$ cat src/rtl/adc_spi_pkg.sv
// Shared constants and state type for the 3-wire ADC serial link.
package adc_spi_pkg;

  localparam int unsigned FRAME_LEN      = 16;
  localparam int unsigned LEAD_ZEROS     = 4;
  localparam int unsigned ADDR_POS_FIRST = 2;
  localparam int unsigned ADDR_W         = 3;
  localparam int unsigned CNT_W          = $clog2(FRAME_LEN);

  typedef enum logic {IDLE, ACTIVE} spiState_t;

endpackage

$ cat src/rtl/spi_edge_sync.sv
// Multi-stage synchronizer with rise/fall detection on the last two synchronized samples.
module spi_edge_sync #(
  parameter int unsigned STAGES  = 2,
  parameter logic        RST_VAL = 1'b1
) (
  input  logic iCLK,
  input  logic iRST,
  input  logic iD,
  output logic oLEVEL,
  output logic oRISE_c,
  output logic oFALL_c
);

  logic [STAGES-1:0] syncQ;
  logic              prevQ;

  always_ff @(posedge iCLK or negedge iRST) begin
    if (!iRST) begin
      syncQ <= {STAGES{RST_VAL}};
      prevQ <= RST_VAL;
    end else begin
      syncQ <= {syncQ[STAGES-2:0], iD};
      prevQ <= syncQ[STAGES-1];
    end
  end

  assign oLEVEL  = syncQ[STAGES-1];
  assign oRISE_c = oLEVEL & ~prevQ;
  assign oFALL_c = ~oLEVEL & prevQ;

endmodule

$ cat src/rtl/adc_spi_responder.sv
// Emulates the 8-channel 12-bit SPI ADC: decodes the channel address on DIN and
// shifts the previously addressed channel's sample out on DOUT.
module adc_spi_responder
  import adc_spi_pkg::*;
#(
  parameter int unsigned DATA_W      = 12,
  parameter int unsigned CH_NUM      = 8,
  parameter int unsigned SYNC_STAGES = 2
) (
  input  logic                     iCLK,
  input  logic                     iRST,
  input  logic                     iCS_n,
  input  logic                     iSCLK,
  input  logic                     iDIN,
  input  logic [CH_NUM*DATA_W-1:0] iSAMPLE,
  output logic                     oDOUT,
  output logic [ADDR_W-1:0]        oADDR,
  output logic                     oFRAME_DONE,
  output logic                     oABORT,
  output logic                     oBUSY
);

  localparam int unsigned AIDX_W = $clog2(ADDR_W);

  logic csLevel, csRise, csFall;
  logic sclkLevel, sclkRise, sclkFall;
  logic dinLevel, dinRise, dinFall;
  logic unusedSync;

  spi_edge_sync #(.STAGES(SYNC_STAGES), .RST_VAL(1'b1)) uCsSync (
    .iCLK(iCLK), .iRST(iRST), .iD(iCS_n),
    .oLEVEL(csLevel), .oRISE_c(csRise), .oFALL_c(csFall)
  );

  spi_edge_sync #(.STAGES(SYNC_STAGES), .RST_VAL(1'b1)) uSclkSync (
    .iCLK(iCLK), .iRST(iRST), .iD(iSCLK),
    .oLEVEL(sclkLevel), .oRISE_c(sclkRise), .oFALL_c(sclkFall)
  );

  spi_edge_sync #(.STAGES(SYNC_STAGES), .RST_VAL(1'b0)) uDinSync (
    .iCLK(iCLK), .iRST(iRST), .iD(iDIN),
    .oLEVEL(dinLevel), .oRISE_c(dinRise), .oFALL_c(dinFall)
  );

  assign unusedSync = &{1'b0, csLevel, sclkLevel, dinRise, dinFall};

  spiState_t             state, stateNxt;
  logic [CNT_W-1:0]      bitCnt, bitCntNxt;
  logic [FRAME_LEN-1:0]  frameReg, frameNxt;
  logic [ADDR_W-1:0]     addrCap, addrCapNxt, addrNxt;
  logic                  doutNxt, doneNxt, abortNxt;
  logic [AIDX_W-1:0]     addrIdx;
  logic                  inAddrWin;

  // Frame word for a channel: leading zeros then the 12-bit sample, MSB first.
  function automatic logic [FRAME_LEN-1:0] frameFor(
    input logic [CH_NUM*DATA_W-1:0] sample,
    input logic [ADDR_W-1:0]        addr
  );
    return {{LEAD_ZEROS{1'b0}}, sample[int'(addr)*DATA_W +: DATA_W]};
  endfunction

  assign inAddrWin = (32'(bitCnt) >= ADDR_POS_FIRST) && (32'(bitCnt) < ADDR_POS_FIRST + ADDR_W);
  assign addrIdx   = AIDX_W'(ADDR_POS_FIRST + ADDR_W - 1 - 32'(bitCnt));

  always_ff @(posedge iCLK or negedge iRST) begin
    if (!iRST) state <= IDLE;
    else       state <= stateNxt;
  end

  // Next-state and datapath decisions; a CS_n rise pre-empts any same-cycle SCLK edge.
  always_comb begin
    stateNxt   = state;
    bitCntNxt  = bitCnt;
    frameNxt   = frameReg;
    addrCapNxt = addrCap;
    addrNxt    = oADDR;
    doutNxt    = oDOUT;
    doneNxt    = 1'b0;
    abortNxt   = 1'b0;
    case (state)
      IDLE: begin
        doutNxt   = 1'b0;
        bitCntNxt = '0;
        if (csFall) begin
          stateNxt = ACTIVE;
          frameNxt = frameFor(iSAMPLE, oADDR);
          doutNxt  = frameNxt[FRAME_LEN-1];
        end
      end
      ACTIVE: begin
        if (csRise) begin
          stateNxt  = IDLE;
          doutNxt   = 1'b0;
          bitCntNxt = '0;
          abortNxt  = (bitCnt != '0);
        end else if (sclkRise) begin
          if (inAddrWin) addrCapNxt[addrIdx] = dinLevel;
          if (bitCnt == CNT_W'(FRAME_LEN-1)) begin
            addrNxt   = addrCapNxt;
            doneNxt   = 1'b1;
            frameNxt  = frameFor(iSAMPLE, addrCapNxt);
            bitCntNxt = '0;
          end else begin
            bitCntNxt = bitCnt + CNT_W'(1);
          end
        end else if (sclkFall) begin
          // Indexed by rising edges seen so far, so a leading SCLK fall still presents position 1.
          doutNxt = frameReg[CNT_W'(FRAME_LEN-1) - bitCnt];
        end
      end
      default: stateNxt = IDLE;
    endcase
  end

  always_ff @(posedge iCLK or negedge iRST) begin
    if (!iRST) begin
      bitCnt      <= '0;
      frameReg    <= '0;
      addrCap     <= '0;
      oADDR       <= '0;
      oDOUT       <= 1'b0;
      oFRAME_DONE <= 1'b0;
      oABORT      <= 1'b0;
      oBUSY       <= 1'b0;
    end else begin
      bitCnt      <= bitCntNxt;
      frameReg    <= frameNxt;
      addrCap     <= addrCapNxt;
      oADDR       <= addrNxt;
      oDOUT       <= doutNxt;
      oFRAME_DONE <= doneNxt;
      oABORT      <= abortNxt;
      oBUSY       <= (stateNxt == ACTIVE);
    end
  end

endmodule

$ cat config.mk
export PLATFORM = sky130hd
export DESIGN_NAME = adc_spi_responder
export DESIGN_NICKNAME = d
export VERILOG_FILES = /design/src/rtl/adc_spi_pkg.sv /design/src/rtl/spi_edge_sync.sv /design/src/rtl/adc_spi_responder.sv
export SDC_FILE = /design/constraint.sdc
export NUM_CORES = 1
export LEC_CHECK = 0
export CORE_MARGIN = 1.5
export CORE_UTILIZATION = 47
export DETAILED_ROUTE_END_ITERATION = 16
export GPL_TIMING_DRIVEN = 0
export PLACE_DENSITY = 0.87
export SYNTH_ARGS = -nofsm -noshare
export SYNTH_HDL_FRONTEND = slang
export SYNTH_SLANG_ARGS = --single-unit
$ cat constraint.sdc
create_clock -name iCLK -period 4.97 [get_ports iCLK]
set_input_delay 0.7455 -clock iCLK [delete_from_list [all_inputs] [get_ports iCLK]]
set_output_delay 0.7455 -clock iCLK [all_outputs]
set_load 0.02 [all_outputs]
Word level (Yosys, flattened, before mapping)
Cells that the tools add are included.

Flip-flop bits (word level): 38. Bits of input ports: 101. Output and inout port bits: 7. Logic and storage cells: 81.

$add $sub $neg: 3. $mul: 2. $lt $le $gt $ge: 5. Equality and inequality tests: 8. Shifts and indexed selects: 2. Mux-type cells: 31. Bitwise operators: 10. Reduce and logical (&&, ||, !) cells: 7.

Operators with widths (count): variable part select 96 x 8 -> 12 bit (2); two-way mux 16 bit (4); one-hot mux 16 bit (2 select lines) (1); two-way mux 1 bit (13); two-way mux 3 bit (4); two-way mux 4 bit (3); multiplier 3 x 2 -> 5 bit (second input constant) (2); one-hot mux 4 bit (2 select lines) (1); AND reduction 4 bit (2); inequality test 3 x 1 -> 1 bit (second input constant) (2); inverter 1 bit (6); < comparator 4 x 5 -> 1 bit (second input constant) (1); adder 4 x 1 -> 4 bit (second input constant) (1); bitwise AND 1 bit (4); binary-select mux 1 bit (select 4 bit) (1); == test 4 bit (second input constant) (1); >= comparator 4 x 2 -> 1 bit (second input constant) (1); < comparator 4 x 3 -> 1 bit (second input constant) (1); inequality test 2 x 1 -> 1 bit (second input constant) (2); inequality test 2 bit (second input constant) (2); one-hot mux 1 bit (2 select lines) (2); nonzero test 4 bit (1); subtractor 4 bit (first input constant) (1); bitwise mux 3 bit (1); 8 further kinds (9).

Longest topological paths before layout
Gate-level depths: netlist of the first run.

Depth after elaboration: 16. Depth in mapped cells: 11.

Cells and area by module
A second synthesis of the first run with hierarchy kept.

Cells, all modules: 345. Area total of the unflattened synthesis: 2710.1 um^2.

Modules (own cells, without submodules): adc_spi_responder (instances 1, cells an instance 330, area an instance 2432.3 um^2, seq. area each 650.6 um^2); spi_edge_sync at uCsSync ... (instances 2, cells an instance 5, area an instance 93.8 um^2, seq. area each 78.8 um^2); spi_edge_sync at uDinSync (instances 1, cells an instance 5, area an instance 90.1 um^2, seq. area each 75.1 um^2).

Worst setup path before layout of the first run
No wires, ideal clock.

Kind: reg2reg. From: register bitCnt[0]. To: register frameReg[1]. Arrival time: 2.181 ns. Data required time: 4.829 ns. Setup slack: 2.648 ns. Stages on the path, launching flop included: 11. Path through: dfrtp_1 clkbuf_1 inv_1 ha_1 mux2i_4 nor3b_2 mux2_4 mux2_2 buf_6 nand3_1 a31oi_1.

Word-level cells in the longest chain between the ends: 16.

RTL lines: start: declaration (RTL line adc_spi_responder.sv:48) `logic [CNT_W-1:0] bitCnt, bitCntNxt;`; start signal: assignment (RTL line adc_spi_responder.sv:127) `bitCnt <= bitCntNxt;`; subtractor 1 x 2 -> 2 bit (RTL line adc_spi_responder.sv:64) `assign addrIdx = AIDX_W'(ADDR_POS_FIRST + ADDR_W - 1 - 32'(bitCnt));`; < comparator 2 x 3 -> 1 bit (implied by the code) / >= comparator 2 x 1 -> 1 bit (equally long branches) (RTL line adc_spi_responder.sv:98) `if (inAddrWin) addrCapNxt[addrIdx] = dinLevel;`; logical AND 1 bit (implied by the code) (RTL line adc_spi_responder.sv:98); two-way mux 1 bit (implied by the code) (RTL line adc_spi_responder.sv:98); demux 1 bit (select 2 bit) (RTL line adc_spi_responder.sv:98); bitwise mux 3 bit (RTL line adc_spi_responder.sv:98); two-way mux 3 bit (RTL line adc_spi_responder.sv:98); two-way mux 3 bit (RTL line adc_spi_responder.sv:97) `end else if (sclkRise) begin`; two-way mux 3 bit (RTL line adc_spi_responder.sv:92) `if (csRise) begin`; two-way mux 3 bit (RTL line adc_spi_responder.sv:81) `case (state)`; multiplier 3 x 2 -> 5 bit (RTL line adc_spi_responder.sv:60) `return {{LEAD_ZEROS{1'b0}}, sample[int'(addr)*DATA_W +: DATA_W]};`; variable part select 96 x 8 -> 12 bit (RTL line adc_spi_responder.sv:60); two-way mux 16 bit (RTL line adc_spi_responder.sv:99) `if (bitCnt == CNT_W'(FRAME_LEN-1)) begin`; two-way mux 16 bit (RTL line adc_spi_responder.sv:97); two-way mux 16 bit (RTL line adc_spi_responder.sv:92); one-hot mux 16 bit (2 select lines) (RTL line adc_spi_responder.sv:81); end signal: assignment (RTL line adc_spi_responder.sv:128) `frameReg <= frameNxt;`; end: declaration (RTL line adc_spi_responder.sv:49) `logic [FRAME_LEN-1:0] frameReg, frameNxt;`.

Several ways; a longest one is shown, not always the timed one. The select of a mux whose other input is x is not followed. A chain may end at the register's enable or synchronous reset.

Final worst setup path of the first run
From: register bitCnt[0]. To: register frameReg[5].

The elaborated chain is that of the path after synthesis.

==> metrics, run 1 <==
Via density=5.84; Die Y-Extent=77.7 µm; Core ar.=5440 µm²; initial antenna violation count=0; clock-pin transition on the worst setup and hold timing paths=0.08 ns; instance count of the mapped netlist=339; drt total wl=8430 µm; Hold EP=uDinSync.syncQ[1]$_DFF_PN0_; DR pass1 iterations=5; DRT antenna net count=0; post-synthesis cell area=2620 µm²; port bufs=107; Crit path required time=5.19 ns; pwr dens=254 nW/µm²; Clock Path Buffers=2; Die X=77.7 µm; Max Fclk=361 MHz; minimum clock period=2.77 ns; Post-synth EDFFs=0; synth warn=0; RSZ-0062 raised after global routing=false; CTS root buffer=clkbuf_8; starting density of the core=0.482; Buffers & Inverters on Critical Path=3; GPL Wtd Cong=0.918; async set or reset register ratio after synthesis=1.00; clock skew=0.00883 ns; Worst path depth=10; Worst VDD drop=0.000224 V; ys flop type=dfrtp_1; postcts setup bufs=0; CP Class=register to register; leakage=1.52 nW; worst hold stages=0; synthesis-stage register bit count=34; number of global-route vias before repair=2,969; Setup TNS=0 ns; io pins=108; cts bufs inserted=5; Worst Setup End Kind=register; wire length per cell=16.0 µm; r2r setup slk=2.20 ns; # nets final=559; most frequent cell after synthesis=nand3_1; sequential area share after synthesis=0.327; worst hold start=uDinSync.syncQ[0]$_DFF_PN0_; Final Slew Violations=0; most common library cells after synthesis=123 x nand3_1, 41 x o21ai_0, 28 x dfrtp_1; cell mode on critical path=nand3_1; Register-to-Register Path Depth=10; period utilization=0.557; crit-path leading delay family=buffers and inverters; clk_lat worst skew=0.29 ns; Sink Count=34; H-tree Lvls=2; syn nets=445; max_slew headroom=0.496; Resized cells post-CTS=0; Diodes inserted=0; CTS tree=built; largest net degree at the start of global routing=35; via count=3,074; share of cells above drive strength 1=0.110; end of the worst register-to-register path=frameReg[5]$_DFFE_PN0P_; Overflow after GRT=0; Worst Hold Class=register to register; area leader, netlist=dfrtp_1; Hold Violations, Final=0; Critical Path Max Stage Delay=0.38 ns; Total GRT Usage=0.282; WP data arrival=2.99 ns; status=complete, no violations; Reg area=858 µm²; num rows=27; Total Power=0.000996 W; Yosys top cell area share=0.267; final setup vio count=0; Max Cap Viol=0; Critical Path Fanout Max=10; first-pass GRT wire length=13,400 µm; Multi-input gate area=1560 µm²; slew of the pin with the lowest slew margin=0.756 ns; # DRC=0; Synth area leaders=dfrtp_1 27%, nand3_1 23%, o21ai_0 7.8%, dfstp_2 6.0%, a31oi_1 2.9%; FILL cells=456; Die ar.=6030 µm²; DRT iter0 DRCs=192; crit path launch type=register; CTS Hold Buffers Added=0; Worst path slowest cell=clkbuf_1; placed wire-length estimate=6860 µm; P&R area growth vs syn=49.4%; Synth cell types=41; Mapped Avg Cell Area=7.73 µm²; Reg-to-Reg Start=bitCnt[0]$_DFFE_PN0P_; crit-path cells=clkbuf_1, inv_1, ha_1, mux2i_4, o22a_1, clkbuf_1, nand3_1, nand3_1, nand3_1, a31oi_1
## cells in the final DEF (no fill, tap or decap), types with 2 or more instances in the layout
| cell | synthesis | routed |
|---|---|---|
| o21ai_0 | 41 | 41 |
| a31oi_1 | 12 | 12 |
| o21ai_1 | 10 | 10 |
| dfrtp_1 | 28 | 28 |
| mux2_2 | 6 | 6 |
| clkdlybuf4s50_1 | 0 | 106 |
| clkbuf_1 | 13 | 13 |
| inv_1 | 7 | 7 |
| clkbuf_8 | 0 | 5 |
| mux2i_4 | 2 | 2 |
| nor2_1 | 20 | 20 |
| dfstp_2 | 6 | 6 |
| ha_1 | 5 | 5 |
| mux4_2 | 3 | 3 |
| buf_4 | 7 | 7 |
| nand3_1 | 123 | 123 |
| o22a_1 | 2 | 2 |
| nand2b_1 | 3 | 3 |
| buf_6 | 2 | 2 |
| a21oi_1 | 4 | 4 |
| and3_1 | 2 | 2 |
| bufinv_16 | 0 | 2 |
| nand2_1 | 13 | 13 |
| buf_2 | 10 | 11 |
## flip-flops by register name, summed over array words and instances (netlist names)
signal           cells
bitCnt               4
frameReg            12
oABORT               1
oADDR                3
uCsSync.syncQ        2
uCsSync.prevQ        1
oFRAME_DONE          1
uDinSync.syncQ       2
oBUSY                1
addrCap              3
uSclkSync.syncQ      2
uSclkSync.prevQ      1
oDOUT                1
## report_power, final
group	leakage [nW]	switching, W	total [W]	internal, W
registers	0.407	0.0000217	0.000335	0.000314
clock network	0.0683	0.000108	0.000309	0.000201
logic	1.05	0.000180	0.000351	0.000172
total	1.52	0.000309	0.000996	0.000686
## layout make-up
type	count	area share
Buffer	33	0.0457
Clock buffer	5	0.0176
Clock inverter	3	0.0176
Inverter	7	0.00671
Multi-Input combinational cell	265	0.398
Sequential cell	34	0.219
Tap cell	72	0.0230
Timing Repair Buffer	107	0.272
## worst max-delay path by stage
stage | startpoint | to | slack (ns)
floorplan | bitCnt[0]$_DFFE_PN0P_ | frameReg[1]$_DFFE_PN0P_ | 2.65
global placement | bitCnt[0]$_DFFE_PN0P_ | frameReg[7]$_DFFE_PN0P_ | 2.35
detailed placement | bitCnt[0]$_DFFE_PN0P_ | frameReg[5]$_DFFE_PN0P_ | 2.25
CTS | bitCnt[0]$_DFFE_PN0P_ | frameReg[5]$_DFFE_PN0P_ | 2.23
global route | bitCnt[0]$_DFFE_PN0P_ | frameReg[10]$_DFFE_PN0P_ | 1.98
finish | bitCnt[0]$_DFFE_PN0P_ | frameReg[5]$_DFFE_PN0P_ | 2.20
## stage by stage
step           hold WS (ns)   util  instances  instance area, µm²  setup slack, ns
6_report              0.352  0.720        526                3920             2.20
3_5_place_dp          0.335  0.695        518                3780             2.25
3_3_place_gp          0.336  0.695        518                3780             2.35
5_1_grt               0.355  0.720        526                3920             1.98
2_1_floorplan         0.331      -        339                2620             2.65
4_1_cts               0.352  0.720        526                3920             2.23
## cells by family (layout without fill, tap and decap cells)
logic type      Yosys count  count (layout)  synth area share
compound gates           79              79             0.177
simple gates            167             167             0.312
flops                    34              34             0.327
mux                      13              13            0.0783
fa+ha+maj                 5               5            0.0239
buf+inv                  40             155            0.0783
xor+xnor                  1               1           0.00334
## worst reg2reg max path: cells and delay by family, from the launching register on
kind	cells	cell delay, ns
AND/OR/NAND/NOR	3	0.44
multiplexers	1	0.30
buffers and inverters	3	0.84
adder cells (fa/ha/maj)	1	0.26
flip-flops	1	0.37
AO/OA/AOI/OAI	2	0.50
## routing by layer
metal / part of all wire / routed length (µm) / vias to the layer above / global-route usage
met5: 0 / 0 / - / 0
met4: 0.030 / 255 / 0 / 0.115
met3: 0.070 / 591 / 23 / 0.0518
met2: 0.49 / 4130 / 146 / 0.493
met1: 0.41 / 3460 / 1430 / 0.339
li1: - / - / 1475 / -
Note: power is estimated with default switching activity, not from simulation.
==> run 2: changes to the inputs <==
--- a/config.mk
+++ b/config.mk
@@ -6,10 +6,10 @@
 export NUM_CORES = 1
 export LEC_CHECK = 0
 export CORE_MARGIN = 1.5
-export CORE_UTILIZATION = 47
+export CORE_UTILIZATION = 44
 export DETAILED_ROUTE_END_ITERATION = 16
 export GPL_TIMING_DRIVEN = 0
-export PLACE_DENSITY = 0.87
+export PLACE_DENSITY = 0.82
 export SYNTH_ARGS = -nofsm -noshare
 export SYNTH_HDL_FRONTEND = slang
 export SYNTH_SLANG_ARGS = --single-unit
==> constraint.sdc (replaced) <==
create_clock -name iCLK -period 2.8 [get_ports iCLK]
set_input_delay 0.42 -clock iCLK [delete_from_list [all_inputs] [get_ports iCLK]]
set_output_delay 0.42 -clock iCLK [all_outputs]
set_load 0.02 [all_outputs]
==> run 2 against run 1 <==
Against the previous run: sequential power increased by 78%; clock-buffer cell count up 1; sequential share of layout area up 0.29 points; sequential cell count unchanged; clock skew decreased by 0.0052 ns; setup slack worse by 2.1 ns; first-iteration DRC count is 28% higher; largest cell class unchanged.
==> metrics, run 2 (synthesis results as in run 1) <==
P&R area growth vs syn=47.6%; Core ar.=5640 µm² (+3.7%); period utilization=0.951 (+0.394); Worst path slowest cell=dfrtp_1; pwr dens=414 nW/µm² (+63%); num rows=27 (unchanged); port bufs=107 (unchanged); cell mode on critical path=nand3_1; Top Layer Used=met4; # DRC=0 (unchanged); # nets final=558 (-0.18%); Reg with most FFs=frameReg; Die ar.=6430 µm² (+6.6%); cts bufs inserted=5 (unchanged); first-pass GRT wire length=13,500 µm (+0.26%); slew of the pin with the lowest slew margin=0.737 ns (-0.0185 ns); Setup TNS=0 ns (unchanged); CP Class=register to register; clock skew=0.00367 ns (-0.00515 ns); FILL cells=457 (+0.22%); H-tree Lvls=2 (unchanged); Overflow after GRT=0 (unchanged); RSZ-0062 raised after global routing=false; share of cells above drive strength 1=0.113 (+0.00245); highest-count cells in the layout ignoring fill and taps=123 x nand3_1, 106 x clkdlybuf4s50_1, 41 x o21ai_0; Worst Setup End Kind=register; Buffers & Inverters on Critical Path=3 (unchanged); Final Slew Violations=0 (unchanged); WP data arrival=2.82 ns (-0.17 ns); clk_lat worst skew=0.29 ns (about the same); CTS root buffer=clkbuf_8; max reg flops=12 (unchanged); CTS tree=built; Critical Path Max Stage Delay=0.53 ns (+0.15 ns); Diodes inserted=0 (unchanged); DRT antenna net count=0 (unchanged); crit-path leading delay family=buffers and inverters; commonest non-fill, non-tap cell in the layout=nand3_1; final setup vio count=0 (unchanged); CTS Hold Buffers Added=0 (unchanged); Die Y-Extent=80.2 µm (+3.2%); DRT iter0 DRCs=246 (+28%); Die X=80.2 µm (+3.2%); pre-CTS setup slack=0.0688 ns (-2.18 ns); Sink Count=34 (unchanged); Max Fclk=376 MHz (+4.0%); initial antenna violation count=0 (unchanged); Worst Hold Class=input pin to asynchronous set/reset pin; io pins=108 (unchanged); number of global-route vias before repair=2,900 (-2.3%); final setup margin=0.137 ns (-2.06 ns); drt total wl=8600 µm (+1.9%); DR pass1 iterations=5 (unchanged); GPL Wtd Cong=0.924 (+0.64%); starting density of the core=0.465 (-0.0173); Critical Path Fanout Max=10 (unchanged); Total Power=0.00160 W (+61%); minimum clock period=2.66 ns (-0.106 ns); wire length per cell=16.4 µm (+2.1%); met3 WL=703 µm (+19%); final non-filler cell area=3870 µm² (-1.2%); status=complete, no violations; max_slew headroom=0.508 (+0.0123); crit-path cells=inv_1, ha_1, mux2i_4, o22ai_1, clkbuf_2, buf_2, o21ai_0, nand3_1, nand3_1, a31oi_1; Total GRT Usage=0.274 (-0.00788); leakage=1.50 nW (-1.6%); placed wire-length estimate=6870 µm (+0.19%); Top Registers=frameReg: 12 flops, bitCnt: 4 flops; largest net degree at the start of global routing=35 (unchanged); Area after DPL=3780 µm² (unchanged); Crit path required time=2.96 ns (-2.23 ns); Metal-1 WL=3380 µm (-2.1%); Hold Violations, Final=0 (unchanged); WL met2=4270 µm (+3.4%); via count=3,070 (-0.13%); Max Cap Viol=0 (unchanged); crit path launch type=register; Clock Path Buffers=2 (unchanged); Via density=5.85 (about the same); clock-pin transition on the worst setup and hold timing paths=0.07 ns (about the same); Worst VDD drop=0.000303 V (+36%)
run 2: routing by layer:
layer	up-vias	track usage
met5	-	0
met4	0	0.107
met3	22	0.0557
met2	174	0.487
met1	1403	0.322
li1	1471	-
run 2: power breakdown:
group,switching (W),total [W],internal [W]
sequential,0.0000394,0.000597,0.000557
clock,0.000183,0.000380,0.000197
combinational,0.000319,0.000624,0.000304
total,0.000541,0.00160,0.00106
run 2: through the flow:
stage,instances,util,hold WS (ns)
floorplan,339,-,0.124
global placement,518,0.670,0.336
detailed placement,518,0.670,0.337
CTS,526,0.686,0.203
global route,525,0.686,0.246
finish,525,0.686,0.185
run 2: final timing paths:
kind | from | end | slack, ns | depth (start not counted)
setup / recovery | bitCnt[0]$_DFFE_PN0P_ | frameReg[7]$_DFFE_PN0P_ | 0.14 | 10
hold / removal | iRST | uDinSync.syncQ[1]$_DFF_PN0_ | 0.19 | 1
setup reg to reg | bitCnt[0]$_DFFE_PN0P_ | frameReg[7]$_DFFE_PN0P_ | 0.14 | 10
min in group iCLK | uDinSync.syncQ[0]$_DFF_PN0_ | uDinSync.syncQ[1]$_DFF_PN0_ | 0.35 | 0
max in group asynchronous | iRST | bitCnt[1]$_DFFE_PN0P_ | 2.10 | 1
hold reg to reg | uDinSync.syncQ[0]$_DFF_PN0_ | uDinSync.syncQ[1]$_DFF_PN0_ | 0.35 | 0
run 2: area by class of cell:
cell class / count / area, µm² / area share
multi-input cells: 265 / 1560 / 0.403
repair buffers: 107 / 1070 / 0.275
flip-flops and latches: 34 / 860 / 0.222
plain buffers: 32 / 175 / 0.0453
well taps: 72 / 90.1 / 0.0233
clock buffers: 6 / 82.6 / 0.0213
inverters: 7 / 26.3 / 0.00679
clock inverters: 2 / 12.5 / 0.00323
run 2: worst reg2reg max path, stage by stage (launching register included):
cell	delay [ns]
dfrtp_1	0.53
inv_1	0.16
ha_1	0.25
mux2i_4	0.30
o22ai_1	0.26
clkbuf_2	0.24
buf_2	0.20
o21ai_0	0.18
nand3_1	0.15
nand3_1	0.16
a31oi_1	0.09
run 2: what timing repair did:
item / 4_1_cts / 5_1_grt
buffers inserted: 0 / 0
setup endpoints to repair: 0 / 12
gates resized for setup: 0 / 1
